===== src/rtl/hazard_stall_ctrl_if.sv =====
// Control bundle between the decoded pipeline stages and the hazard/stall sequencer.
// master = pipeline side (drives decoded control), slave = sequencer side.
interface hazard_stall_ctrl_if #(
  parameter int RA_W  = 5,
  parameter int CNT_W = 16
);
  logic            ID_Valid;
  logic [RA_W-1:0] ID_Rs;
  logic [RA_W-1:0] ID_Rt;
  logic            ID_Jump;
  logic            EX_MemRead;
  logic [RA_W-1:0] EX_Rt;
  logic            EX_IsMul;
  logic            MEM_BrTaken;

  logic             PC_Write;
  logic             IFID_Write;
  logic             IFID_Flush;
  logic             IDEX_Write;
  logic             IDEX_Bubble;
  logic             EXMEM_Bubble;
  logic [1:0]       Stall_Cause;
  logic [CNT_W-1:0] Stall_Cycles;

  modport master (
    output ID_Valid, ID_Rs, ID_Rt, ID_Jump, EX_MemRead, EX_Rt, EX_IsMul, MEM_BrTaken,
    input  PC_Write, IFID_Write, IFID_Flush, IDEX_Write, IDEX_Bubble, EXMEM_Bubble,
           Stall_Cause, Stall_Cycles
  );

  modport slave (
    input  ID_Valid, ID_Rs, ID_Rt, ID_Jump, EX_MemRead, EX_Rt, EX_IsMul, MEM_BrTaken,
    output PC_Write, IFID_Write, IFID_Flush, IDEX_Write, IDEX_Bubble, EXMEM_Bubble,
           Stall_Cause, Stall_Cycles
  );
endinterface


===== src/rtl/hazard_stall_ctrl.sv =====
// Pipeline sequencer for the 5-stage MIPS core: load-use stall, multi-cycle MUL hold,
// taken-branch and jump flushes. RA_W/CNT_W must match the connected interface instance.
module hazard_stall_ctrl #(
  parameter int MUL_LAT = 3,
  parameter int RA_W    = 5,
  parameter int CNT_W   = 16
) (
  input  logic Clk,
  input  logic Rst,
  hazard_stall_ctrl_if.slave hz
);

    localparam int MCW = (MUL_LAT > 2) ? $clog2(MUL_LAT) : 1;
    localparam logic [MCW-1:0] MUL_INIT = MCW'((MUL_LAT > 1) ? MUL_LAT - 2 : 0);
    localparam bit MUL_STALLS = (MUL_LAT > 1);

    typedef enum logic {RUN, MUL_BUSY} state_t;

    state_t           state;
    logic [MCW-1:0]   mul_cnt;
    logic [CNT_W-1:0] stall_cnt;

    logic [RA_W-1:0] ex_rt;
    logic            load_use;
    logic            mul_enter;
    logic            mul_hold;

    logic       pc_write, ifid_write, ifid_flush, idex_write, idex_bubble, exmem_bubble;
    logic [1:0] cause;

    assign ex_rt    = hz.EX_Rt;
    assign load_use = (state == RUN) && hz.EX_MemRead && (ex_rt != '0) && hz.ID_Valid &&
                      ((ex_rt == hz.ID_Rs) || (ex_rt == hz.ID_Rt));
    assign mul_enter = (state == RUN) && hz.EX_IsMul && MUL_STALLS;
    // The final MUL_BUSY cycle (mul_cnt==0) releases the pipeline so EX/MEM captures the result.
    assign mul_hold  = mul_enter || ((state == MUL_BUSY) && (mul_cnt != '0));

    always_comb begin
        pc_write     = 1'b1;
        ifid_write   = 1'b1;
        ifid_flush   = 1'b0;
        idex_write   = 1'b1;
        idex_bubble  = 1'b0;
        exmem_bubble = 1'b0;
        cause        = 2'd0;
        if (!Rst) begin
            pc_write     = 1'b0;
            ifid_write   = 1'b0;
            ifid_flush   = 1'b1;
            idex_write   = 1'b0;
            idex_bubble  = 1'b1;
            exmem_bubble = 1'b1;
        end else if (hz.MEM_BrTaken) begin
            ifid_flush   = 1'b1;
            idex_bubble  = 1'b1;
            exmem_bubble = 1'b1;
            cause        = 2'd3;
        end else if (mul_hold) begin
            pc_write     = 1'b0;
            ifid_write   = 1'b0;
            idex_write   = 1'b0;
            exmem_bubble = 1'b1;
            cause        = 2'd2;
        end else if (load_use) begin
            pc_write     = 1'b0;
            ifid_write   = 1'b0;
            idex_bubble  = 1'b1;
            cause        = 2'd1;
        end else if (hz.ID_Jump && hz.ID_Valid) begin
            ifid_flush   = 1'b1;
        end
    end

    always_ff @(posedge Clk or negedge Rst) begin
        if (!Rst) begin
            state   <= RUN;
            mul_cnt <= '0;
        end else if (hz.MEM_BrTaken) begin
            state   <= RUN;
            mul_cnt <= '0;
        end else begin
            case (state)
                RUN: begin
                    if (mul_enter) begin
                        state   <= MUL_BUSY;
                        mul_cnt <= MUL_INIT;
                    end
                end
                MUL_BUSY: begin
                    if (mul_cnt == '0) state <= RUN;
                    else               mul_cnt <= mul_cnt - MCW'(1);
                end
                default: begin
                    state   <= RUN;
                    mul_cnt <= '0;
                end
            endcase
        end
    end

    always_ff @(posedge Clk or negedge Rst) begin
        if (!Rst)                              stall_cnt <= '0;
        else if (!pc_write && stall_cnt != '1) stall_cnt <= stall_cnt + CNT_W'(1);
    end

    assign hz.PC_Write     = pc_write;
    assign hz.IFID_Write   = ifid_write;
    assign hz.IFID_Flush   = ifid_flush;
    assign hz.IDEX_Write   = idex_write;
    assign hz.IDEX_Bubble  = idex_bubble;
    assign hz.EXMEM_Bubble = exmem_bubble;
    assign hz.Stall_Cause  = cause;
    assign hz.Stall_Cycles = stall_cnt;

endmodule

===== src/flat_wrapper.sv =====
// flat-port wrapper written by rule: the top's interface ports become plain ports
module hazard_stall_ctrl_flat 
#(
  parameter int MUL_LAT = 3,
  parameter int RA_W    = 5,
  parameter int CNT_W   = 16
)
  (Clk, Rst, hz_ID_Valid, hz_ID_Rs, hz_ID_Rt, hz_ID_Jump, hz_EX_MemRead, hz_EX_Rt, hz_EX_IsMul, hz_MEM_BrTaken, hz_PC_Write, hz_IFID_Write, hz_IFID_Flush, hz_IDEX_Write, hz_IDEX_Bubble, hz_EXMEM_Bubble, hz_Stall_Cause, hz_Stall_Cycles);
  hazard_stall_ctrl_if #(.RA_W(RA_W), .CNT_W(CNT_W)) hz_i ();
  input  logic Clk;
  input  logic Rst;
  input wire logic [$bits(hz_i.ID_Valid)-1:0] hz_ID_Valid;
  input wire logic [$bits(hz_i.ID_Rs)-1:0] hz_ID_Rs;
  input wire logic [$bits(hz_i.ID_Rt)-1:0] hz_ID_Rt;
  input wire logic [$bits(hz_i.ID_Jump)-1:0] hz_ID_Jump;
  input wire logic [$bits(hz_i.EX_MemRead)-1:0] hz_EX_MemRead;
  input wire logic [$bits(hz_i.EX_Rt)-1:0] hz_EX_Rt;
  input wire logic [$bits(hz_i.EX_IsMul)-1:0] hz_EX_IsMul;
  input wire logic [$bits(hz_i.MEM_BrTaken)-1:0] hz_MEM_BrTaken;
  output wire logic [$bits(hz_i.PC_Write)-1:0] hz_PC_Write;
  output wire logic [$bits(hz_i.IFID_Write)-1:0] hz_IFID_Write;
  output wire logic [$bits(hz_i.IFID_Flush)-1:0] hz_IFID_Flush;
  output wire logic [$bits(hz_i.IDEX_Write)-1:0] hz_IDEX_Write;
  output wire logic [$bits(hz_i.IDEX_Bubble)-1:0] hz_IDEX_Bubble;
  output wire logic [$bits(hz_i.EXMEM_Bubble)-1:0] hz_EXMEM_Bubble;
  output wire logic [$bits(hz_i.Stall_Cause)-1:0] hz_Stall_Cause;
  output wire logic [$bits(hz_i.Stall_Cycles)-1:0] hz_Stall_Cycles;
  assign hz_i.ID_Valid = hz_ID_Valid;
  assign hz_i.ID_Rs = hz_ID_Rs;
  assign hz_i.ID_Rt = hz_ID_Rt;
  assign hz_i.ID_Jump = hz_ID_Jump;
  assign hz_i.EX_MemRead = hz_EX_MemRead;
  assign hz_i.EX_Rt = hz_EX_Rt;
  assign hz_i.EX_IsMul = hz_EX_IsMul;
  assign hz_i.MEM_BrTaken = hz_MEM_BrTaken;
  assign hz_PC_Write = hz_i.PC_Write;
  assign hz_IFID_Write = hz_i.IFID_Write;
  assign hz_IFID_Flush = hz_i.IFID_Flush;
  assign hz_IDEX_Write = hz_i.IDEX_Write;
  assign hz_IDEX_Bubble = hz_i.IDEX_Bubble;
  assign hz_EXMEM_Bubble = hz_i.EXMEM_Bubble;
  assign hz_Stall_Cause = hz_i.Stall_Cause;
  assign hz_Stall_Cycles = hz_i.Stall_Cycles;
  hazard_stall_ctrl #(.MUL_LAT(MUL_LAT), .RA_W(RA_W), .CNT_W(CNT_W)) u_core (.Clk(Clk), .Rst(Rst), .hz(hz_i));
endmodule

===== config.mk =====
export PLATFORM = sky130hd
export DESIGN_NAME = hazard_stall_ctrl_flat
export DESIGN_NICKNAME = d
export VERILOG_FILES = /design/src/rtl/hazard_stall_ctrl_if.sv /design/src/rtl/hazard_stall_ctrl.sv /design/src/flat_wrapper.sv
export SDC_FILE = /design/constraint.sdc
export NUM_CORES = 1
export LEC_CHECK = 0
export ABC_CLOCK_PERIOD_IN_PS = 3100
export CAP_MARGIN = 15
export CORE_MARGIN = 5
export CORE_UTILIZATION = 49
export DETAILED_ROUTE_END_ITERATION = 8
export DONT_BUFFER_PORTS = 1
export PLACE_DENSITY = 0.63
export SLEW_MARGIN = 20
export SYNTH_ARGS = -nofsm -noshare
export SYNTH_HDL_FRONTEND = slang
export SYNTH_SLANG_ARGS = --single-unit

===== constraint.sdc =====
create_clock -name Clk -period 3.1 [get_ports Clk]
set_clock_uncertainty 0.1 [all_clocks]
set_input_delay 0.93 -clock Clk [delete_from_list [all_inputs] [get_ports Clk]]
set_output_delay 0.93 -clock Clk [all_outputs]
set_load 0.01 [all_outputs]

* Yosys cells after proc, flatten, opt, wreduce, memory -nomap -nowiden
Index checks and enable logic that the tools add are counted.
Word-level totals: output and inout bits 24, input port bits 22, register bits 19, logic and storage cells 57
Operators by class: bitwise logic cells 1, $add $sub $neg 2, reduce and logical (&&, ||, !) cells 15, equality and inequality tests 5, muxes and demuxes 31
Operators by type and width (count):
- 1-bit 2-to-1 mux | 23
- 16-bit by 1-bit adder with 16-bit output (second input constant) | 1
- 16-bit inequality test (second input constant) | 1
- 2-bit 2-to-1 mux | 6
- 5-bit equality test | 2
- 1-bit logical AND | 8
- 5-bit nonzero test | 1
- 2-bit case mux with 2 select lines | 1
- 3-bit by 2-bit inequality test with 1-bit output (second input constant) | 1
- 3-bit inequality test (second input constant) | 1
- 2-bit zero test | 1
- 1-bit logical OR | 2
- 1-bit case mux with 2 select lines | 1
- 2-bit AND reduction | 1
- 2-bit nonzero test | 1
- 2-bit by 1-bit subtractor with 2-bit output (second input constant) | 1
- 1-bit zero test | 1
- 1-bit inverter | 1

* Logic depth before layout (Yosys ltp)
Gate-level depths: netlist of the first run.
depth in word-level cells 11, mapped depth 9, depth with buffers taken out 8

* Least setup slack after synthesis of the first run
OpenSTA, ideal clock, no wires.
path type input to output, from input hz_EX_Rt[4], to output hz_PC_Write, setup slack 0.052 ns, arrival 2.018 ns, required time 2.070 ns, buffers on the path 2, stages 8, cell sequence xnor2_1 > nand3_1 > o22ai_2 > a21oi_2 > o21ai_4 > buf_6 > inv_1 > buf_4
Between the ends: longest elaborated chain between the ends 8, elaborated cells on any way between the ends 11, classes of those cells eq/ne: 2; mux: 4; reduce/logical: 5
RTL lines:
- from (decl) | line flat_wrapper.sv:17 | input wire logic [$bits(hz_i.EX_Rt)-1:0] hz_EX_Rt;
- 5-bit nonzero test | line hazard_stall_ctrl.sv:32 | assign load_use = (state == RUN) && hz.EX_MemRead && (ex_rt != '0) && hz.ID_Valid &&
- 1-bit logical AND (2 in series) | line hazard_stall_ctrl.sv:32
- 1-bit logical AND * | line hazard_stall_ctrl.sv:32
- 1-bit 2-to-1 mux * (4 in series)
- to (decl) | line flat_wrapper.sv:20 | output wire logic [$bits(hz_i.PC_Write)-1:0] hz_PC_Write;
Mark *: on every way between the ends. The rest lies on a longest branch, timed or not.

* Final worst setup path of the first run
from register u_core.mul_cnt[0], to output hz_Stall_Cause[0]
Between the ends: longest elaborated chain between the ends 6
RTL lines:
- from (decl) | line hazard_stall_ctrl.sv:20 | logic [MCW-1:0] mul_cnt;
- from (signal assigned) | line hazard_stall_ctrl.sv:91 | else mul_cnt <= mul_cnt - MCW'(1);
- 2-bit nonzero test | line hazard_stall_ctrl.sv:36 | assign mul_hold = mul_enter || ((state == MUL_BUSY) && (mul_cnt != '0));
- 1-bit logical AND | line hazard_stall_ctrl.sv:36
- 1-bit logical OR | line hazard_stall_ctrl.sv:36
- 2-bit 2-to-1 mux | line hazard_stall_ctrl.sv:58 | end else if (mul_hold) begin
- 2-bit 2-to-1 mux | line hazard_stall_ctrl.sv:53 | end else if (hz.MEM_BrTaken) begin
- 2-bit 2-to-1 mux | line hazard_stall_ctrl.sv:46 | if (!Rst) begin
- to (decl) | line flat_wrapper.sv:26 | output wire logic [$bits(hz_i.Stall_Cause)-1:0] hz_Stall_Cause;
Every way passes these cells.

==> results.txt, run 1 <==
The flow ran to the end, and the final reports show no timing, DRC or antenna violations. The finished layout holds 148 standard cells, fillers aside. Summed over all instances, the cell type with the most area after synthesis is sky130_fd_sc_hd__dfrtp_1.

The maximum number of pins on one net before global-route repair is 24, and the total CTS buffers is 3. The deepest clock path buffer count was 2; the area overhead of the layout relative to synthesis was 5.23%. The tools report the post-CTS repair timing setup buffer count as 0.

The clock drives 19 sinks. The post-cts sizing count is 0, and the initial DRC count is 24. The total count of hold-check failures in the final report is 0, and the number of placed cells counting well taps is 144.

The logs give 2.07 ns for the worst endpoint required time and 0.88 ns for the worst setup slack for register-to-register paths. Once the floorplan was initialized, standard cells occupied 51.4% of the core. The worst flop-to-flop path startpoint is u_core.hz.Stall_Cycles[1]$_DFFE_PN0P_. The fraction of layout cells with a size suffix above 1 is 10.8%, and the ratio of final minimum period to clock period is 93.5%. The largest driver fanout on the critical path was 4. The die covers 0.00341 mm². Setup repair after global routing left no endpoint under its margin. In this run the static leakage power is 0.523 nW. For the pin with the worst max-slew slack, the measured transition is 0.397 ns. For this run the aggregate overflow at the end of global routing stands at 0. The tools report the maximum level of the CTS H-tree as 1. The path class of the tightest hold or removal check is primary input to async pin. The insertion delay of the later-clocked pin in the worst-skew pair was 0.29 ns.

In this run the critical register-to-register path is captured at u_core.hz.Stall_Cycles[1]$_DFFE_PN0P_. The maximum operating frequency was 0.345 GHz; the instance count of the mapped netlist was 116. The power density over cell area is 543 mW/mm². The congestion estimate from routability-driven global placement came to 0.707. The clock-pin slew of the registers on the worst-case setup and hold paths was 0.11 ns. The register area share after synthesis is 41.4%. The die is 58.4 µm tall. The initialized floorplan defines 17 standard-cell rows. The run gives 0 as the max-slew violation total from the final report.

Number of antenna violations at the first check in global routing: 0. Sorting the synthesized cells by area gives the leading types as sky130_fd_sc_hd__dfrtp_1 41%, sky130_fd_sc_hd__xnor2_1 18%, sky130_fd_sc_hd__and3_1 5.4%. Counting cells, the worst reg-to-reg path comes to 6.

Setup total negative slack: 0 ns. Buffers inserted to repair hold after CTS numbered 0. Once detailed placement completed, the half-perimeter wirelength came to 1750 µm.

The final critical-path required period was 2.90 ns; the global-route total usage across every layer was 13.2%. The run gives 821 as the via count of the first global-routing pass. The number of distinct standard cells referenced by the synthesized netlist was 31; the first-pass GRT wire length was 3550 µm.

The tools report the number of warnings issued by yosys as 0. The total wire length was 2240 µm. The run gives 140 as the post-synthesis net count. The number of register bits inferred by synthesis is 19, and the headroom to the max-slew limit is 73.3%.

The worst path setup slack after routing was 0.200 ns; the total I/O pin count was 46. The via-per-instance ratio is 5.54, and the count of antenna-violating nets left after detailed routing is 0. The worst setup path is captured at an output port.

CTS root buffer: sky130_fd_sc_hd__clkbuf_4. For the number of remaining DRC errors, the log shows 0. At the end of the flow, the number of nets in the layout was 145.

The number of search-and-repair iterations in the first detailed-routing pass was 4. The worst setup path is launched from a register. The setup path with the least slack is of type register to output port. Dividing the synthesized area by the synthesized cell count gives 9.90 µm². Setup violations remaining at the end of the flow were counted as 0. At the placement stage, the worst setup path has a slack of 0.225 ns. The die boundary width came out at 58.4 µm. The post-synth design cell area was 0.00115 mm²; the largest voltage drop on the vdd net was 0.000398 V. The count of inserted antenna diode cells is 0.

In the final routed layout, each cell accounts on average for 15.1 µm. Buffers placed on the I/O ports in this run total 0. The area share of the leading cell type in the synthesized netlist was 41.4%. The core area was 0.00223 mm². The final route contains 820 vias. TritonCTS built the clock tree. The number of max-cap violations is 0. The data arrival time of the critical path is 1.87 ns.
==> cell usage in the layout (no fill, tap or decap), drive strengths merged, types with 2 or more instances in the layout <==
cell type	netlist	final
buf	3	3
nand3	11	11
o21ai	2	2
nor2	5	5
nand4	6	6
a21boi	2	2
mux2	2	2
dfrtp	19	19
nand2	9	9
xnor2	24	24
and3	10	10
inv	7	7
ha	2	2
nor2b	2	2
clkbuf	0	4
a21oi	2	2
==> power by group <==
group          switching, mW  internal [mW]  total [mW]
clock network         0.0733         0.0500       0.123
registers             0.0827          0.298       0.380
logic                 0.0658         0.0868       0.153
total                  0.222          0.434       0.656
==> registers in the layout (all words and copies together) (netlist names) <==
signal	cells
u_core.hz.Stall_Cycles	16
u_core.mul_cnt	2
u_core.state	1
==> how the worst max path moves through the flow <==
stage / slack (ns) / cells past startpoint / to / from
floorplan: 0.05 / 8 / hz_PC_Write / hz_EX_Rt[4]
global placement: 0.26 / 5 / hz_Stall_Cause[0] / hz_EX_Rt[0]
detailed placement: 0.23 / 5 / hz_Stall_Cause[0] / hz_EX_Rt[1]
CTS: 0.16 / 7 / hz_Stall_Cause[0] / u_core.mul_cnt[0]$_DFFE_PN0P_
global route: 0.01 / 7 / hz_Stall_Cause[0] / u_core.mul_cnt[0]$_DFFE_PN0P_
finish: 0.20 / 7 / hz_Stall_Cause[0] / u_core.mul_cnt[0]$_DFFE_PN0P_
==> stage by stage <==
step / hold slack, ns / power (mW) / utilization (%) / cell area, µm²
after floorplan: 0.362 / 0.504 / - / 1150
after global placement: 0.381 / 0.530 / 52.9 / 1180
after detailed placement: 0.383 / 0.541 / 52.9 / 1180
after CTS: 0.210 / 0.665 / 54.1 / 1210
after global routing: 0.181 / 0.703 / 54.1 / 1210
final: 0.214 / 0.656 / 54.1 / 1210
==> cell type report <==
type	count	area, µm²
sequential	19	475
multi-input combinational	87	623
tap	28	35.0
clock buffer	4	26.3
timing repair buffer	3	22.5
fill	204	1020
inverter	7	26.3
==> cell families (layout without fill, tap and decap cells) <==
logic type                 Yosys count  after routing  share of synthesized area, %
DFF                                 19             19                          41.4
adders and majority gates            2              2                          2.18
AOI/OAI and AO/OA                   11             11                          8.93
xor gates and xnor gates            24             24                          18.3
buffers and inverters               10             14                          4.36
and+or+nand+nor                     47             47                          21.7
muxes                                3              3                          3.16
==> per-layer routing <==
| metal | track usage [%] | share of wire, % | vias to the layer above |
|---|---|---|---|
| li1 | - | - | 409 |
| met1 | 15.8 | 41 | 381 |
| met2 | 23.3 | 48 | 28 |
| met3 | 3.29 | 9.9 | 2 |
| met4 | 3.97 | 0.76 | 0 |
| met5 | 0 | 0 | - |
==> Yosys cell counts <==
cell type,number
sky130_fd_sc_hd__xnor2_1,24
sky130_fd_sc_hd__dfrtp_1,19
sky130_fd_sc_hd__nand3_1,11
sky130_fd_sc_hd__and3_1,10
sky130_fd_sc_hd__nand2_1,8
sky130_fd_sc_hd__inv_1,7
sky130_fd_sc_hd__nand4_1,6
sky130_fd_sc_hd__nor2_1,5
sky130_fd_sc_hd__a21boi_0,2
sky130_fd_sc_hd__ha_1,2
sky130_fd_sc_hd__nor2b_1,2
sky130_fd_sc_hd__a211oi_2,1
sky130_fd_sc_hd__a21oi_1,1
sky130_fd_sc_hd__a21oi_2,1
sky130_fd_sc_hd__a311oi_1,1
sky130_fd_sc_hd__a41o_1,1
sky130_fd_sc_hd__a41oi_1,1
sky130_fd_sc_hd__and2_1,1
sky130_fd_sc_hd__buf_2,1
sky130_fd_sc_hd__buf_4,1
sky130_fd_sc_hd__buf_6,1
sky130_fd_sc_hd__mux2_2,1
sky130_fd_sc_hd__mux2_4,1
sky130_fd_sc_hd__mux2i_1,1
sky130_fd_sc_hd__nand2_2,1
sky130_fd_sc_hd__nand3b_1,1
sky130_fd_sc_hd__nor3_1,1
sky130_fd_sc_hd__nor3b_1,1
sky130_fd_sc_hd__o21ai_0,1
sky130_fd_sc_hd__o21ai_4,1
sky130_fd_sc_hd__o22ai_2,1
==> worst max-delay path, cell delays in order, from the launching register on <==
cell and delay [ns]:
sky130_fd_sc_hd__dfrtp_1 0.41, sky130_fd_sc_hd__inv_1 0.07, sky130_fd_sc_hd__ha_1 0.16, sky130_fd_sc_hd__inv_1 0.06, sky130_fd_sc_hd__mux2i_1 0.26, sky130_fd_sc_hd__nor2_1 0.10
sky130_fd_sc_hd__nor2b_1 0.14, sky130_fd_sc_hd__a21boi_0 0.38
No activity file was read; power rests on OpenSTA's default activity.
==> run 2: changes to the inputs <==
--- a/config.mk
+++ b/config.mk
@@ -12,6 +12,7 @@
 export DETAILED_ROUTE_END_ITERATION = 8
 export DONT_BUFFER_PORTS = 1
 export PLACE_DENSITY = 0.63
+export REMOVE_ABC_BUFFERS = 1
 export SLEW_MARGIN = 20
 export SYNTH_ARGS = -nofsm -noshare
 export SYNTH_HDL_FRONTEND = slang
==> results.txt, run 2 (same netlist as run 1, synthesis figures left out) <==
The sequential standard cell area was 475 µm² (unchanged). Number of search-and-repair iterations in the first detailed-routing pass: 3 (-1). The data arrival time of the critical path came out at 1.85 ns (-0.02 ns). Leaving out fill and tap cells, the most frequent cell in the layout is sky130_fd_sc_hd__xnor2_1. The post-CTS repair timing setup buffer count came out at 0 (unchanged).

The CTS root buffer is sky130_fd_sc_hd__clkbuf_4. The tools report the number of non-filler instances in the completed layout as 148 (unchanged). The endpoint kind of the worst setup timing path was an output port. The number of remaining DRC errors came out at 0 (unchanged). The run gives 0 (unchanged) as the count of inserted antenna diode cells.

The tools report the remaining global-route overflow as 0 (unchanged). The tools report the first-pass GRT wire length as 3680 µm (+3.7%). The signal on the critical path passes through inv_1 > ha_1 > inv_1 > mux2i_1 > nor2_1 > nor2b_1 > a21boi_1. The run finished with clean final reports. TritonCTS built the clock tree. For the half-perimeter wire length after placement, the log shows 1780 µm (+1.8%). The headroom to the max-slew limit was 72.0% (-1.4 points). The routed via count was 874 (+6.6%); the final instance area was 0.00121 mm² (+0.10%). The largest voltage drop on the vdd net came out at 0.000424 V (+6.6%).

Switching portion of total power: 34.4% (+0.56 points). The deepest clock path buffer count came out at 2 (unchanged). The tools report the total CTS buffers as 3 (unchanged).

The max-slew violation total from the final report is 0 (unchanged), and the full die area is 0.00341 mm² (unchanged). The global-route total usage across every layer was 13.7% (+0.51 points). The cell area after placement was 0.00118 mm² (unchanged).

The run gives 17 (-29%) as the initial DRC count. Maximum number of pins on one net before global-route repair: 24 (unchanged). The total count of hold-check failures in the final report was 0 (unchanged); the height of the chip was 58.4 µm (unchanged). Count of antenna-violating nets left after detailed routing: 0 (unchanged). The run gives 2.07 ns (about the same) as the worst endpoint required time. Post-cts sizing count: 0 (unchanged). The start-to-end type of the worst setup path was register to output port. Insertion delay of the later-clocked pin in the worst-skew pair: 0.30 ns (about the same). The run gives 145 (unchanged) as the number of nets in the layout.

The starting density of the core is 51.4% (unchanged). The top cell types in the final layout, fill and taps aside, are 24 x sky130_fd_sc_hd__xnor2_1, 19 x sky130_fd_sc_hd__dfrtp_1, 11 x sky130_fd_sc_hd__nand3_1. The clock sink count came out at 19 (unchanged). The share of total power in combinational logic is 22.6% (-0.6 points), and the multi-input combinational cell area is 623 µm² (unchanged).

The post-layout utilization of the core is 54.2% (+0.056 points), and the fill cell total of the finished layout is 224 (+9.8%). The clock-pin slew of the registers on the worst-case setup and hold paths came out at 0.11 ns (about the same). The count of buffers inserted at the top-level ports was 0 (unchanged).

Setup repair after global routing left no endpoint under its margin. The setup total negative slack was 0 ns (unchanged). The total wire length came out at 2310 µm (+3.5%). The tools report the total I/O pin count as 46 (unchanged). For the internal power contribution, the log shows 0.432 mW (-0.56%).

The final setup violation count was 0 (unchanged); the flip-flop count of the largest register, all copies and words added was 16 (unchanged). The leakage power summed over all cells was 0.526 nW (+0.63%); the register share of total power was 58.2% (+0.2 points). For the floorplan row count, the log shows 17 (unchanged). The logs give 144 (unchanged) for the number of placed cells counting well taps and 0.347 GHz (+0.69%) for the maximum operating frequency. The part of the power in the clock network was 19.2% (+0.4 points); the maximum cell stage delay along the critical path was 0.41 ns (about the same). Power density over cell area: 544 mW/mm² (+0.18%).

The maximum level of the CTS H-tree is 1 (unchanged), and the area overhead of the layout relative to synthesis is 5.34%. The via-per-instance ratio came out at 5.91 (+6.6%). The detailed-route wire length per cell is 15.6 µm (+3.5%), and the via count of the first global-routing pass is 855 (+4.1%).

The tools report the routability-driven placement congestion ratio as 0.779 (+10%). The most repeated library cell on the critical path is sky130_fd_sc_hd__inv_1. The transition time at the pin with the least slew margin is 0.420 ns (+0.0230 ns), and the final critical-path required period is 2.88 ns (-0.0198 ns). The die boundary width is 58.4 µm (unchanged). On the critical path, the stage with the largest delay is an instance of sky130_fd_sc_hd__dfrtp_1. The largest driver fanout on the critical path came out at 4 (unchanged). The core area was 0.00223 mm² (unchanged); the ratio of final minimum period to clock period was 92.9% (-0.64 points).

Fraction of layout cells with a size suffix above 1: 11.7% (+0.83 points). The net load switching power is 0.226 mW (+1.9%). The tools report the startpoint type of the worst setup path as a register. The post-cts hold buffer count was 0 (unchanged); the number of max-cap violations was 0 (unchanged).

The run gives 0.658 mW (+0.29%) as the total chip power. The number of antenna violations at the first check in global routing was 0 (unchanged). The type of the tightest min-delay check is primary input to async pin.
==> run 2: cell count changes in the layout (fill, tap and decap cells not counted) <==
cell                       previous run  this run
sky130_fd_sc_hd__a21boi_0             2         1
sky130_fd_sc_hd__a21boi_1             0         1
sky130_fd_sc_hd__clkbuf_1             1         0
sky130_fd_sc_hd__clkinv_2             0         1
==> run 2: cell type report <==
cell class	instances	share of cell area (%)
tap	28	2.90
timing repair buffer	3	1.86
clock buffer	3	1.86
multi-input combinational	87	51.5
sequential	19	39.3
clock inverter	1	0.414
inverter	7	2.17
==> run 2: power groups by stage <==
stage	Clock (mW)	Sequential (mW)	Combinational, mW
after floorplan	0	0.370	0.130
after global placement	0	0.388	0.146
after detailed placement	0	0.389	0.150
after CTS	0.130	0.385	0.151
after global routing	0.140	0.391	0.170
final	0.126	0.383	0.149
==> run 2: layer usage <==
layer | up-vias | global-route usage (%) | wire length (µm)
met2 | 38 | 23.6 | 1090
met5 | - | 0 | 0
met4 | 0 | 5.96 | 45
li1 | 411 | - | -
met1 | 420 | 15.1 | 888
met3 | 5 | 5.04 | 289
==> run 2: worst max-delay path, delay by kind of cell, from the launching register on <==
kind	cells	cell delay, ns
mux	1	0.31
buf+inv	2	0.13
fa+ha+maj	1	0.16
flops	1	0.41
simple gates	2	0.25
compound gates	1	0.30
==> run 2: final timing paths <==
check | startpoint | to | slack, ns | cells past startpoint
min in group Clk | u_core.mul_cnt[0]$_DFFE_PN0P_ | u_core.mul_cnt[0]$_DFFE_PN0P_ | 0.40 | 1
setup reg to reg | u_core.hz.Stall_Cycles[0]$_DFFE_PN0P_ | u_core.hz.Stall_Cycles[1]$_DFFE_PN0P_ | 0.86 | 6
hold / removal | Rst | u_core.hz.Stall_Cycles[1]$_DFFE_PN0P_ | 0.20 | 0
hold reg to reg | u_core.mul_cnt[0]$_DFFE_PN0P_ | u_core.mul_cnt[0]$_DFFE_PN0P_ | 0.40 | 1
setup / recovery | u_core.mul_cnt[0]$_DFFE_PN0P_ | hz_Stall_Cause[0] | 0.22 | 7
max in group asynchronous | Rst | u_core.hz.Stall_Cycles[15]$_DFFE_PN0P_ | 2.62 | 0
==> run 2: per-stage QoR <==
stage               setup slack [ns]  hold WS [ns]
floorplan                      0.155         0.362
global placement               0.262         0.385
detailed placement             0.215         0.386
CTS                            0.136         0.200
global route                  0.0588         0.180
finish                         0.220         0.204
